$ cat src/rtl/imem_loader_pkg.sv
// -----------------------------------------------------------------------------
// imem_loader_pkg
//
// Purpose: shared definitions for the boot-time instruction image loader.
//   - loader FSM state encoding
//   - default frame start marker
//   - frame field widths (32-bit word count, 8-bit XOR checksum)
//   - small decode helpers used to build the registered status outputs
// -----------------------------------------------------------------------------
package imem_loader_pkg;

    // Loader FSM states. DONE and ERR are terminal until reset.
    typedef enum logic [2:0] {
        ST_IDLE  = 3'd0,
        ST_LEN   = 3'd1,
        ST_DATA  = 3'd2,
        ST_WRITE = 3'd3,
        ST_CHK   = 3'd4,
        ST_DONE  = 3'd5,
        ST_ERR   = 3'd6
    } state_t;

    // Default frame start marker.
    localparam logic [7:0] SYNC_BYTE_DEFAULT = 8'hA5;

    // Frame field widths.
    localparam int unsigned LEN_WIDTH  = 32;
    localparam int unsigned CSUM_WIDTH = 8;

    // Bytes per memory word (little-endian byte quadruple).
    localparam int unsigned BYTES_PER_WORD = 4;

    // A frame is "in progress" from the length field until the checksum
    // byte has been judged.
    function automatic logic state_is_busy(input state_t s);
        return (s == ST_LEN) || (s == ST_DATA) || (s == ST_WRITE) || (s == ST_CHK);
    endfunction

    // The CPU may run only after a good load, or while idle when the
    // power-up hold is disabled.
    function automatic logic state_holds_cpu(input state_t s, input logic boot_hold);
        logic release_cpu;
        release_cpu = (s == ST_DONE) || ((s == ST_IDLE) && !boot_hold);
        return !release_cpu;
    endfunction

endpackage

$ cat src/rtl/imem_loader.sv
// -----------------------------------------------------------------------------
// imem_loader
//
// Purpose: receives a framed instruction image over a byte valid/ready stream
// and writes it, one 32-bit little-endian word at a time, into port A of the
// CPU's dual-port instruction/data BRAM. The CPU reset request stays asserted
// until a complete frame with a matching checksum has been loaded.
//
// Frame: SYNC_BYTE, N[7:0], N[15:8], N[23:16], N[31:24], 4*N data bytes,
//        XOR of all data bytes.
//
// Ports:
//   sysclk      in   clock, all logic on the rising edge
//   rst         in   synchronous active-high reset
//   rx_data     in   received byte
//   rx_valid    in   rx_data valid
//   rx_ready    out  byte accepted when rx_valid && rx_ready (low only in WRITE)
//   mem_en      out  BRAM port A enable (one-cycle pulse per word)
//   mem_we      out  BRAM port A byte write enables
//   mem_addr    out  BRAM port A word address
//   mem_wdata   out  BRAM port A write data
//   cpu_rst     out  reset request to the CPU core
//   busy        out  frame in progress
//   done        out  frame loaded with good checksum (sticky until rst)
//   error       out  frame rejected (sticky until rst)
//
// All outputs except rx_ready are registered; their next values are decoded
// from the next state so they line up with the state register.
// -----------------------------------------------------------------------------
module imem_loader
    import imem_loader_pkg::*;
#(
    parameter int unsigned ADDR_WIDTH = 13,
    parameter int unsigned BASE_ADDR  = 0,
    parameter bit          BOOT_HOLD  = 1'b1,
    parameter logic [7:0]  SYNC_BYTE  = SYNC_BYTE_DEFAULT
) (
    input  logic                  sysclk,
    input  logic                  rst,
    input  logic [7:0]            rx_data,
    input  logic                  rx_valid,
    output logic                  rx_ready,
    output logic                  mem_en,
    output logic [3:0]            mem_we,
    output logic [ADDR_WIDTH-1:0] mem_addr,
    output logic [31:0]           mem_wdata,
    output logic                  cpu_rst,
    output logic                  busy,
    output logic                  done,
    output logic                  error
);

    // Largest accepted word count: the words from BASE_ADDR up to the top of
    // the port A address space. Computed one bit wider than the length field
    // so the comparison cannot overflow.
    localparam logic [LEN_WIDTH:0] W_LEN_LIMIT =
        (33'd1 << ADDR_WIDTH) - 33'(BASE_ADDR);

    // -------------------------------------------------------------------------
    // State and datapath registers
    // -------------------------------------------------------------------------
    state_t                 r_state;
    state_t                 w_state_next;

    logic [1:0]             r_lane;       // byte position within the current word
    logic [31:0]            r_shift;      // partially assembled word / length
    logic [LEN_WIDTH-1:0]   r_len;        // word count N of the current frame
    logic [LEN_WIDTH-1:0]   r_word_cnt;   // words written so far
    logic [ADDR_WIDTH-1:0]  r_addr;       // address of the next word to write
    logic [CSUM_WIDTH-1:0]  r_csum;       // running XOR of data bytes

    logic                   r_mem_en;
    logic [3:0]             r_mem_we;
    logic [ADDR_WIDTH-1:0]  r_mem_addr;
    logic [31:0]            r_mem_wdata;
    logic                   r_cpu_rst;
    logic                   r_busy;
    logic                   r_done;
    logic                   r_error;

    // -------------------------------------------------------------------------
    // Combinational helpers
    // -------------------------------------------------------------------------
    logic                   w_rx_ready;
    logic                   w_accept;
    logic                   w_last_lane;
    logic [31:0]            w_word;
    logic [LEN_WIDTH-1:0]   w_word_cnt_inc;
    logic                   w_is_sync;

    // The only cycle a byte cannot be taken is the single write cycle.
    assign w_rx_ready     = (r_state != ST_WRITE);
    assign w_accept       = rx_valid && w_rx_ready;
    assign w_last_lane    = (r_lane == 2'd3);
    assign w_word_cnt_inc = r_word_cnt + 32'd1;
    assign w_is_sync      = (rx_data == SYNC_BYTE);

    // Byte assembler: the incoming byte is inserted into the lane selected by
    // r_lane, all other lanes keep what has been collected so far. On the 4th
    // byte w_word is therefore the complete little-endian word (or length).
    for (genvar gi = 0; gi < BYTES_PER_WORD; gi++) begin : g_lane
        assign w_word[8*gi +: 8] = (r_lane == 2'(gi)) ? rx_data : r_shift[8*gi +: 8];
    end

    // -------------------------------------------------------------------------
    // FSM: state register
    // -------------------------------------------------------------------------
    always_ff @(posedge sysclk) begin
        if (rst) begin
            r_state <= ST_IDLE;
        end else begin
            r_state <= w_state_next;
        end
    end

    // -------------------------------------------------------------------------
    // FSM: next-state logic
    // -------------------------------------------------------------------------
    always_comb begin
        w_state_next = r_state;
        unique case (r_state)
            ST_IDLE: begin
                if (w_accept && w_is_sync) begin
                    w_state_next = ST_LEN;
                end
            end
            ST_LEN: begin
                if (w_accept && w_last_lane) begin
                    if (w_word == 32'd0) begin
                        // Empty image: only the (zero) checksum follows.
                        w_state_next = ST_CHK;
                    end else if ({1'b0, w_word} > W_LEN_LIMIT) begin
                        // Would run past the top of memory; reject before
                        // any word is written.
                        w_state_next = ST_ERR;
                    end else begin
                        w_state_next = ST_DATA;
                    end
                end
            end
            ST_DATA: begin
                if (w_accept && w_last_lane) begin
                    w_state_next = ST_WRITE;
                end
            end
            ST_WRITE: begin
                if (w_word_cnt_inc == r_len) begin
                    w_state_next = ST_CHK;
                end else begin
                    w_state_next = ST_DATA;
                end
            end
            ST_CHK: begin
                if (w_accept) begin
                    w_state_next = (rx_data == r_csum) ? ST_DONE : ST_ERR;
                end
            end
            ST_DONE: w_state_next = ST_DONE;
            ST_ERR:  w_state_next = ST_ERR;
            default: w_state_next = ST_IDLE;
        endcase
    end

    // -------------------------------------------------------------------------
    // Datapath: byte assembly, counters, checksum
    // -------------------------------------------------------------------------
    always_ff @(posedge sysclk) begin
        if (rst) begin
            r_lane     <= 2'd0;
            r_shift    <= 32'd0;
            r_len      <= '0;
            r_word_cnt <= '0;
            r_addr     <= ADDR_WIDTH'(BASE_ADDR);
            r_csum     <= '0;
        end else begin
            unique case (r_state)
                ST_IDLE: begin
                    if (w_accept && w_is_sync) begin
                        r_lane     <= 2'd0;
                        r_shift    <= 32'd0;
                        r_len      <= '0;
                        r_word_cnt <= '0;
                        r_addr     <= ADDR_WIDTH'(BASE_ADDR);
                        r_csum     <= '0;
                    end
                end
                ST_LEN: begin
                    if (w_accept) begin
                        r_shift <= w_word;
                        // The 2-bit lane counter wraps to 0 after the 4th
                        // byte, ready for the first data word.
                        r_lane  <= r_lane + 2'd1;
                        if (w_last_lane) begin
                            r_len <= w_word;
                        end
                    end
                end
                ST_DATA: begin
                    if (w_accept) begin
                        r_shift <= w_word;
                        r_lane  <= r_lane + 2'd1;
                        r_csum  <= r_csum ^ rx_data;
                    end
                end
                ST_WRITE: begin
                    r_word_cnt <= w_word_cnt_inc;
                    r_addr     <= r_addr + ADDR_WIDTH'(1);
                end
                default: begin
                    // CHK, DONE, ERR: bytes are judged or discarded only.
                end
            endcase
        end
    end

    // -------------------------------------------------------------------------
    // Registered outputs
    // -------------------------------------------------------------------------
    always_ff @(posedge sysclk) begin
        if (rst) begin
            r_mem_en    <= 1'b0;
            r_mem_we    <= 4'b0000;
            r_mem_addr  <= '0;
            r_mem_wdata <= 32'd0;
            r_cpu_rst   <= BOOT_HOLD;
            r_busy      <= 1'b0;
            r_done      <= 1'b0;
            r_error     <= 1'b0;
        end else begin
            // The write strobe is the WRITE state itself, so it is decoded
            // from the next state to be valid in exactly that cycle.
            r_mem_en <= (w_state_next == ST_WRITE);
            r_mem_we <= {4{w_state_next == ST_WRITE}};

            // Address and data are captured together with the 4th byte so
            // they are stable throughout the WRITE cycle. Outside WRITE they
            // simply hold the last written word.
            if ((r_state == ST_DATA) && w_accept && w_last_lane) begin
                r_mem_addr  <= r_addr;
                r_mem_wdata <= w_word;
            end

            r_cpu_rst <= state_holds_cpu(w_state_next, BOOT_HOLD);
            r_busy    <= state_is_busy(w_state_next);
            r_done    <= (w_state_next == ST_DONE);
            r_error   <= (w_state_next == ST_ERR);
        end
    end

    assign rx_ready  = w_rx_ready;
    assign mem_en    = r_mem_en;
    assign mem_we    = r_mem_we;
    assign mem_addr  = r_mem_addr;
    assign mem_wdata = r_mem_wdata;
    assign cpu_rst   = r_cpu_rst;
    assign busy      = r_busy;
    assign done      = r_done;
    assign error     = r_error;

endmodule

$ cat config.mk
export PLATFORM = sky130hd
export DESIGN_NAME = imem_loader
export DESIGN_NICKNAME = d
export VERILOG_FILES = /design/src/rtl/imem_loader_pkg.sv /design/src/rtl/imem_loader.sv
export SDC_FILE = /design/constraint.sdc
export NUM_CORES = 1
export LEC_CHECK = 0
export CORE_UTILIZATION = 35
export CTS_CLUSTER_SIZE = 14
export DETAILED_ROUTE_END_ITERATION = 7
export PLACE_DENSITY = 0.65
export SLEW_MARGIN = 20
export SYNTH_ARGS = -nofsm -noshare
export SYNTH_HDL_FRONTEND = slang
export SYNTH_SLANG_ARGS = --single-unit
export TNS_END_PERCENT = 100
$ cat constraint.sdc
create_clock -name sysclk -period 3.2 [get_ports sysclk]
set_clock_uncertainty 0.15 [all_clocks]
set_input_delay 0.64 -clock sysclk [delete_from_list [all_inputs] [get_ports sysclk]]
set_output_delay 0.64 -clock sysclk [all_outputs]
set_load 0.02 [all_outputs]
======== Word-level counts from Yosys, hierarchy flattened ========
Index checks and enable logic that the tools add are counted.
word-level totals
  flip-flop bits (word level) ............. 173
  memories kept ........................... 0
  bits in latches ......................... 0
  bits in writable memories ............... 0
  bits in read-only memories .............. 0
  bits of input ports ..................... 11
  word-level logic and storage cells ...... 93
operators by class
  reduce and logical (&&, ||, !) cells .... 21
  eq/ne operators ......................... 24
  multiply operators ...................... 0
  bitwise gates (word level) .............. 1
  divide/modulo/power cells ............... 0
  magnitude comparators ................... 1
  add/sub/neg operators ................... 3
  shifts and indexed selects .............. 0
  mux-type cells .......................... 28
operators by type and width
  cell                                                              count
  one-hot mux 32 bit (2 select lines)                               3
  two-way mux 32 bit                                                4
  two-way mux 8 bit                                                 6
  adder 32 x 1 -> 32 bit (second input constant)                    1
  equality test 32 bit                                              1
  greater-than comparator 32 x 14 -> 1 bit (second input constant)  1
  zero test 32 bit                                                  1
  one-hot mux 13 bit (2 select lines)                               1
  two-way mux 3 bit                                                 7
  one-hot mux 3 bit (7 select lines)                                1
  equality test 3 bit (second input constant)                       6
  one-hot mux 8 bit (2 select lines)                                1
  adder 13 x 1 -> 13 bit (second input constant)                    1
  two-way mux 13 bit                                                1
  equality test 3 x 2 -> 1 bit (second input constant)              4
  equality test 8 bit                                               1
  equality test 8 bit (second input constant)                       1
  inequality test 2 bit (second input constant)                     4
  nonzero test 2 bit                                                4
  bitwise XOR 8 bit                                                 1
  equality test 3 x 1 -> 1 bit (second input constant)              2
  two-way mux 2 bit                                                 3
  AND reduction 3 bit                                               2
  logical AND 1 bit                                                 5
  13 further kinds                                                  16

======== Logic depth before layout (Yosys ltp) ========
Gate-level depths: netlist of the first run.
  word-level depth ........................ 11
  depth in mapped cells ................... 11
  depth with buffers taken out ............ 10

======== Least setup slack after synthesis of the first run ========
OpenSTA, ideal clock, no wires.
  path type ............................... register -> register
  start ................................... register r_lane[0]
  end ..................................... register r_busy, in the netlist busy
  arrival time ............................ 2.709 ns
  path slack .............................. 0.221 ns
  period minus slack after synthesis ...... 2.979 ns
  buffers on the path ..................... 1
  stages on the path, launching flop included .. 11
  cell sequence ........................... dfxtp_1 > inv_1 > ha_1 > clkbuf_1 > mux2i_1 > nand4_1 > nor4_1 > nand4_1 > a22oi_1 > a2111oi_0 > a211o_1
on the way
  cells in the longest elaborated chain, start to end .. 11
RTL lines
  element                                                                       RTL line               text
  start, declared                                                               imem_loader.sv:65      logic [1:0] r_lane;
  start signal, assigned                                                        imem_loader.sv:192     r_lane <= r_lane + 2'd1;
  start signal, assigned                                                        imem_loader.sv:201     r_lane <= r_lane + 2'd1;
  equality test 2 x 1 -> 1 bit (tied with other cells)                          imem_loader.sv:102     assign w_word[8*gi +: 8] = (r_lane == 2'(gi)) ? rx_data : r_shift[8*gi +: 8];
  two-way mux 8 bit                                                             imem_loader.sv:102
  greater-than comparator 32 x 14 -> 1 bit                                      imem_loader.sv:132     end else if ({1'b0, w_word} > W_LEN_LIMIT) begin
  two-way mux 3 bit                                                             imem_loader.sv:132
  two-way mux 3 bit                                                             imem_loader.sv:129     if (w_word == 32'd0) begin
  two-way mux 3 bit                                                             imem_loader.sv:128     if (w_accept && w_last_lane) begin
  one-hot mux 3 bit (7 select lines) *                                          imem_loader.sv:121     unique case (r_state)
  equality test 3 x 1 -> 1 bit or equality test 3 x 2 -> 1 bit (tied branches)  imem_loader_pkg.sv:36  return (s == ST_LEN) || (s == ST_DATA) || (s == ST_WRITE) || (s == ST_CHK);
  logical OR 1 bit (2 in series)                                                imem_loader_pkg.sv:36
  logical OR 1 bit *                                                            imem_loader_pkg.sv:36
  end signal, assigned                                                          imem_loader.sv:244     r_busy <= state_is_busy(w_state_next);
  end, declared                                                                 imem_loader.sv:77      logic r_busy;
Mark *: on every way between the ends. The rest lies on a longest branch, timed or not.
A chain may end at the register's enable or synchronous reset.

======== Worst setup path after layout of the first run ========
  start ................................... register r_word_cnt[14]
  end ..................................... register r_cpu_rst, in the netlist cpu_rst
on the way
  cells in the longest elaborated chain, start to end .. 6
RTL lines
  element                             RTL line               text
  start, declared                     imem_loader.sv:68      logic [LEN_WIDTH-1:0] r_word_cnt;
  start signal, assigned              imem_loader.sv:206     r_word_cnt <= w_word_cnt_inc;
  adder 32 x 1 -> 32 bit              imem_loader.sv:95      assign w_word_cnt_inc = r_word_cnt + 32'd1;
  equality test 32 bit                imem_loader.sv:147     if (w_word_cnt_inc == r_len) begin
  two-way mux 3 bit                   imem_loader.sv:147
  one-hot mux 3 bit (7 select lines)  imem_loader.sv:121
  equality test 3 bit                 imem_loader_pkg.sv:43  release_cpu = (s == ST_DONE) || ((s == ST_IDLE) && !boot_hold);
  zero test 1 bit                     imem_loader_pkg.sv:44  return !release_cpu;
  end signal, assigned                imem_loader.sv:243     r_cpu_rst <= state_holds_cpu(w_state_next, BOOT_HOLD);
  end, declared                       imem_loader.sv:76      logic r_cpu_rst;
No other way between the ends.

==> results.md, run 1 <==
- Seq pwr share: 0.497
- Total GRT Usage: 0.1890
- Total CTS buffers: 17
- Final setup slack of the worst path: between 0.15 and 0.2 ns
- Hold_sp: mem_addr[8]
- Met2 WL: about 11000 um
- CP Buf/Inv Count: 1
- Share of cells above drive strength 1: 0.1168
- Avg Cell Area, Syn: just under 8 um2
- Max Slew Vio Count: 0
- Dpl hpwl: 15820 um
- Global placer's final weighted congestion: about 0.9
- Die W: roughly 160 um
- Post-synth EDFFs: 0
- Num ports: 66
- Hold Crit Class: reg2reg
- Clk slew on worst S/H paths: 0.07 ns
- H-tree lvl count: 4
- Antenna-violating nets left: 0
- RSZ-0062 raised after global routing: no
- Die Y: between 150 and 200 um
- Net Sw Power: around 1000 uW
- Site Rows: 56
- Drt first pass iters: 5
- Delay-heaviest family, CP: simple AND/OR/NAND/NOR gates
- Final wirelength: roughly 23000 um
- Status: completed
- Post-synth ARST share: 0
- Crit path largest cell delay: 0.61 ns
- Synthesized flop and latch total: roughly 170
- Ys flop type: dfxtp_1
- CTS tree: yes
- Antenna cells: 0
- Pint: roughly 3.3 mW
- Syn-to-layout area delta: 23.42%
- Rel. slew slack: 0.4871
- CP required: ~3.4 ns
- Routed vias: roughly 8000
- Crit path DAT: between 3 and 4 ns
- Largest net degree at the start of global routing: around 130
- Leakage: 3.768 nW
- Die ar.: between 20000 and 25000 um2
- Hold Vio Cnt, Final: 0
- Clock Power Share: 0.476
- Post-CTS resize count: 0
- CTS max path bufs: 2
- Slowest cell on crit path: or4_4
- Final Power: around 4.3 mW
- Vias in the first global route: between 7000 and 8000
- Worst Setup Start Kind: flop
- Hold buffers post-CTS: 0
- Worst Tran Pin Value: approximately 0.77 ns
- First-pass GRT wire length: ~37000 um
- # nets final: 1186
- Clock Tree Root: clkbuf_16
- Synth Instances: between 1000 and 1500
- PortBufs: 65
- Routed WL per cell: 15.21 um
- Crit Path Max Fanout: 7
- Via density: roughly 5.3
- Register area share after synthesis: 0.4048
- Switching share of power: 0.2315
- Number of max-cap violations: 0
- Gate power share: 0.027
- Max layer used: met4
- Met3 wire length: about 840 um
- Yosys warns: 0
- DRC violations left: 0
- Place WS: -0.1306 ns
- Starting density of the core: 0.3592
- Cell Area, Synth: 8506 um2
- WL met1: around 11000 um
- Initial DRC count: a little under 700
- Post-CTS setup buffers: 0
- Clock Sinks: ~170
- CP Capture Type: flop
- Gr ovfl total: 0
- Crit path kind: reg2reg
- Setup violations, final: 0
- Worst skew pair latency: around 0.44 ns
- Initial antenna violation count: 0
- Fmax: roughly 330 MHz
- Peak VDD IR: roughly 0.39 mV
- Core area: approximately 24000 um2
- Worst Setup SP: r_word_cnt[14]
- Critical-path cell list: and4_1 > nand3_1 > or4_4 > xnor2_2 > o2111ai_1 > nor4_2 > buf_4 > nand4b_1 > a21o_1
- Fin crit share: 0.9454
- Fin crit period: between 3 and 4 ns
- RR Startpoint: r_word_cnt[14]
- Post-synthesis cell type count: 63
- Synthesized Nets: 1111
- Power per Cell Area: between 400 and 500 nW/um2
## logic make-up (layout without fill, tap and decap cells)
group           count (synthesis)  count (layout)  synth area share
compound gates                267             267            0.1852
flops                         172             172            0.4048
simple gates                  454             454            0.2518
mux                            35              35           0.04163
buf+inv                       104             192           0.04913
xor+xnor                       56              56           0.05855
fa+ha+maj                       6               6          0.008826
## cell usage in the layout, fill, tap and decap left out, types with 4 or more instances in the layout
master / netlist / routed
nor2_1: 186 / 184
inv_6: 0 / 4
clkdlybuf4s50_1: 0 / 64
nor3_1: 49 / 49
a211oi_1: 31 / 31
buf_12: 0 / 5
clkbuf_16: 0 / 17
inv_1: 8 / 8
o21a_1: 4 / 4
nand4_1: 22 / 22
o21ai_0: 40 / 40
a21oi_1: 141 / 141
buf_4: 6 / 82
a32oi_1: 6 / 6
nand2_1: 93 / 93
and3_1: 13 / 13
nor4_1: 16 / 16
nand2b_1: 7 / 7
mux2i_1: 32 / 32
a22oi_1: 6 / 6
nand3b_1: 9 / 9
a311oi_1: 6 / 6
xnor2_1: 24 / 24
a31oi_1: 6 / 6
xor2_1: 31 / 31
dfxtp_1: 172 / 171
and2_1: 4 / 4
nand3_1: 22 / 22
ha_1: 6 / 4
or3_1: 8 / 8
nor3b_1: 6 / 6
## area by class of cell
class / instances / area [um2]
fillers: 2413 / 13190
clock inverters: 13 / 130.1
well taps: 319 / 399.1
flip-flops and latches: 172 / 3445
inverters: 9 / 33.78
clock buffers: 19 / 452.9
repair buffers: 151 / 1356
multi-input cells: 818 / 4681
## path summary, 6_finish.rpt
| check | endpoint | slack, ns | cells after the start |
|---|---|---|---|
| worst max register to register | cpu_rst | 0.17 | 9 |
| worst max-delay path | cpu_rst | 0.17 | 9 |
| worst min register to register | mem_addr[8] | 0.31 | 2 |
| worst min-delay path | mem_addr[8] | 0.31 | 2 |
## metal layers
metal  up-vias  track usage
met5         -            0
met4         0      0.07628
li1       3999            -
met3        43      0.03148
met1      3718       0.2549
met2       208       0.2987
## Yosys cell counts, drive strengths merged, types with 2 or more instances
cell type	count	area (um2)
and3	13	81.33
clkbuf	83	311.6
nor3b	6	45.04
or4	2	18.77
nor3	50	255.3
and4	3	26.28
o31ai	2	15.01
nor2	186	698.2
a32oi	6	52.55
a21o	2	15.01
nand2b	7	43.79
o22ai	3	18.77
and2	4	25.02
a211oi	31	232.7
mux2i	32	320.3
a21oi	141	705.7
nand2	93	349.1
and3b	3	26.28
a311oi	6	52.55
a211o	2	17.52
dfxtp	172	3443
a31oi	6	37.54
o21ai	42	210.2
xor2	31	271.5
buf	12	72.57
ha	6	75.07
mux2	3	33.78
inv	8	30.03
nand4	23	158.9
o21bai	3	22.52
nand3	23	120.1
o21a	4	30.03
or3	8	50.05
a21boi	2	15.02
nor2b	2	12.51
nor4	19	137.6
a2111oi	2	17.52
a22oi	6	45.04
nand3b	9	67.56
xnor2	25	226.5
## metrics by stage
step	hold slack [ns]	cells	util	cell area, um2	setup TNS (ns)
after floorplan	0.2908	1094	-	8506	0
after global placement	0.2956	1469	0.4180	9898	-1.352
after detailed placement	0.2966	1469	0.4180	9898	-3.188
after CTS	0.3066	1501	0.4426	10480	0
after global routing	0.3278	1501	0.4433	10500	0
final	0.3058	1501	0.4433	10500	0
## power groups by stage
stage / sequential, mW / combinational (mW) / clock [mW]
6_report: 2.14 / 0.118 / 2.05
5_1_grt: 2.14 / 0.126 / 2.18
4_1_cts: 2.14 / 0.118 / 2.08
3_5_place_dp: 2.19 / 0.118 / 0
3_3_place_gp: 2.19 / 0.118 / 0
2_1_floorplan: 2.19 / 0.0587 / 0
## worst register-to-register path, delay by kind of cell (launching register included)
family                    cells  cell delay, ns
xor gates and xnor gates      1            0.14
DFF                           1            0.50
and+or+nand+nor               5            1.60
AOI/OAI and AO/OA             2            0.36
buffers and inverters         1            0.18
## sequential cells by signal, summed over array words and instances, names as in the netlist
signal      count
done            1
error           1
r_word_cnt     32
busy            1
r_lane          2
mem_we          1
cpu_rst         1
r_csum          8
mem_addr       13
r_shift        32
mem_wdata      32
r_addr         13
r_len          32
r_state         3
No activity file was read; power rests on OpenSTA's default activity.
==> run 2: changes to the inputs <==
Settings changed: GPL_ROUTABILITY_DRIVEN from default to 0, SLEW_MARGIN 20 to 40.
==> results of run 2 <==
The final DEF is identical to that of run 1; final timing and power are the same.
==> run 3: changes to the inputs <==
Settings changed: CTS_CLUSTER_SIZE 14 to default.
==> results of run 3 <==
The final DEF is identical to that of run 1; final timing and power are the same.
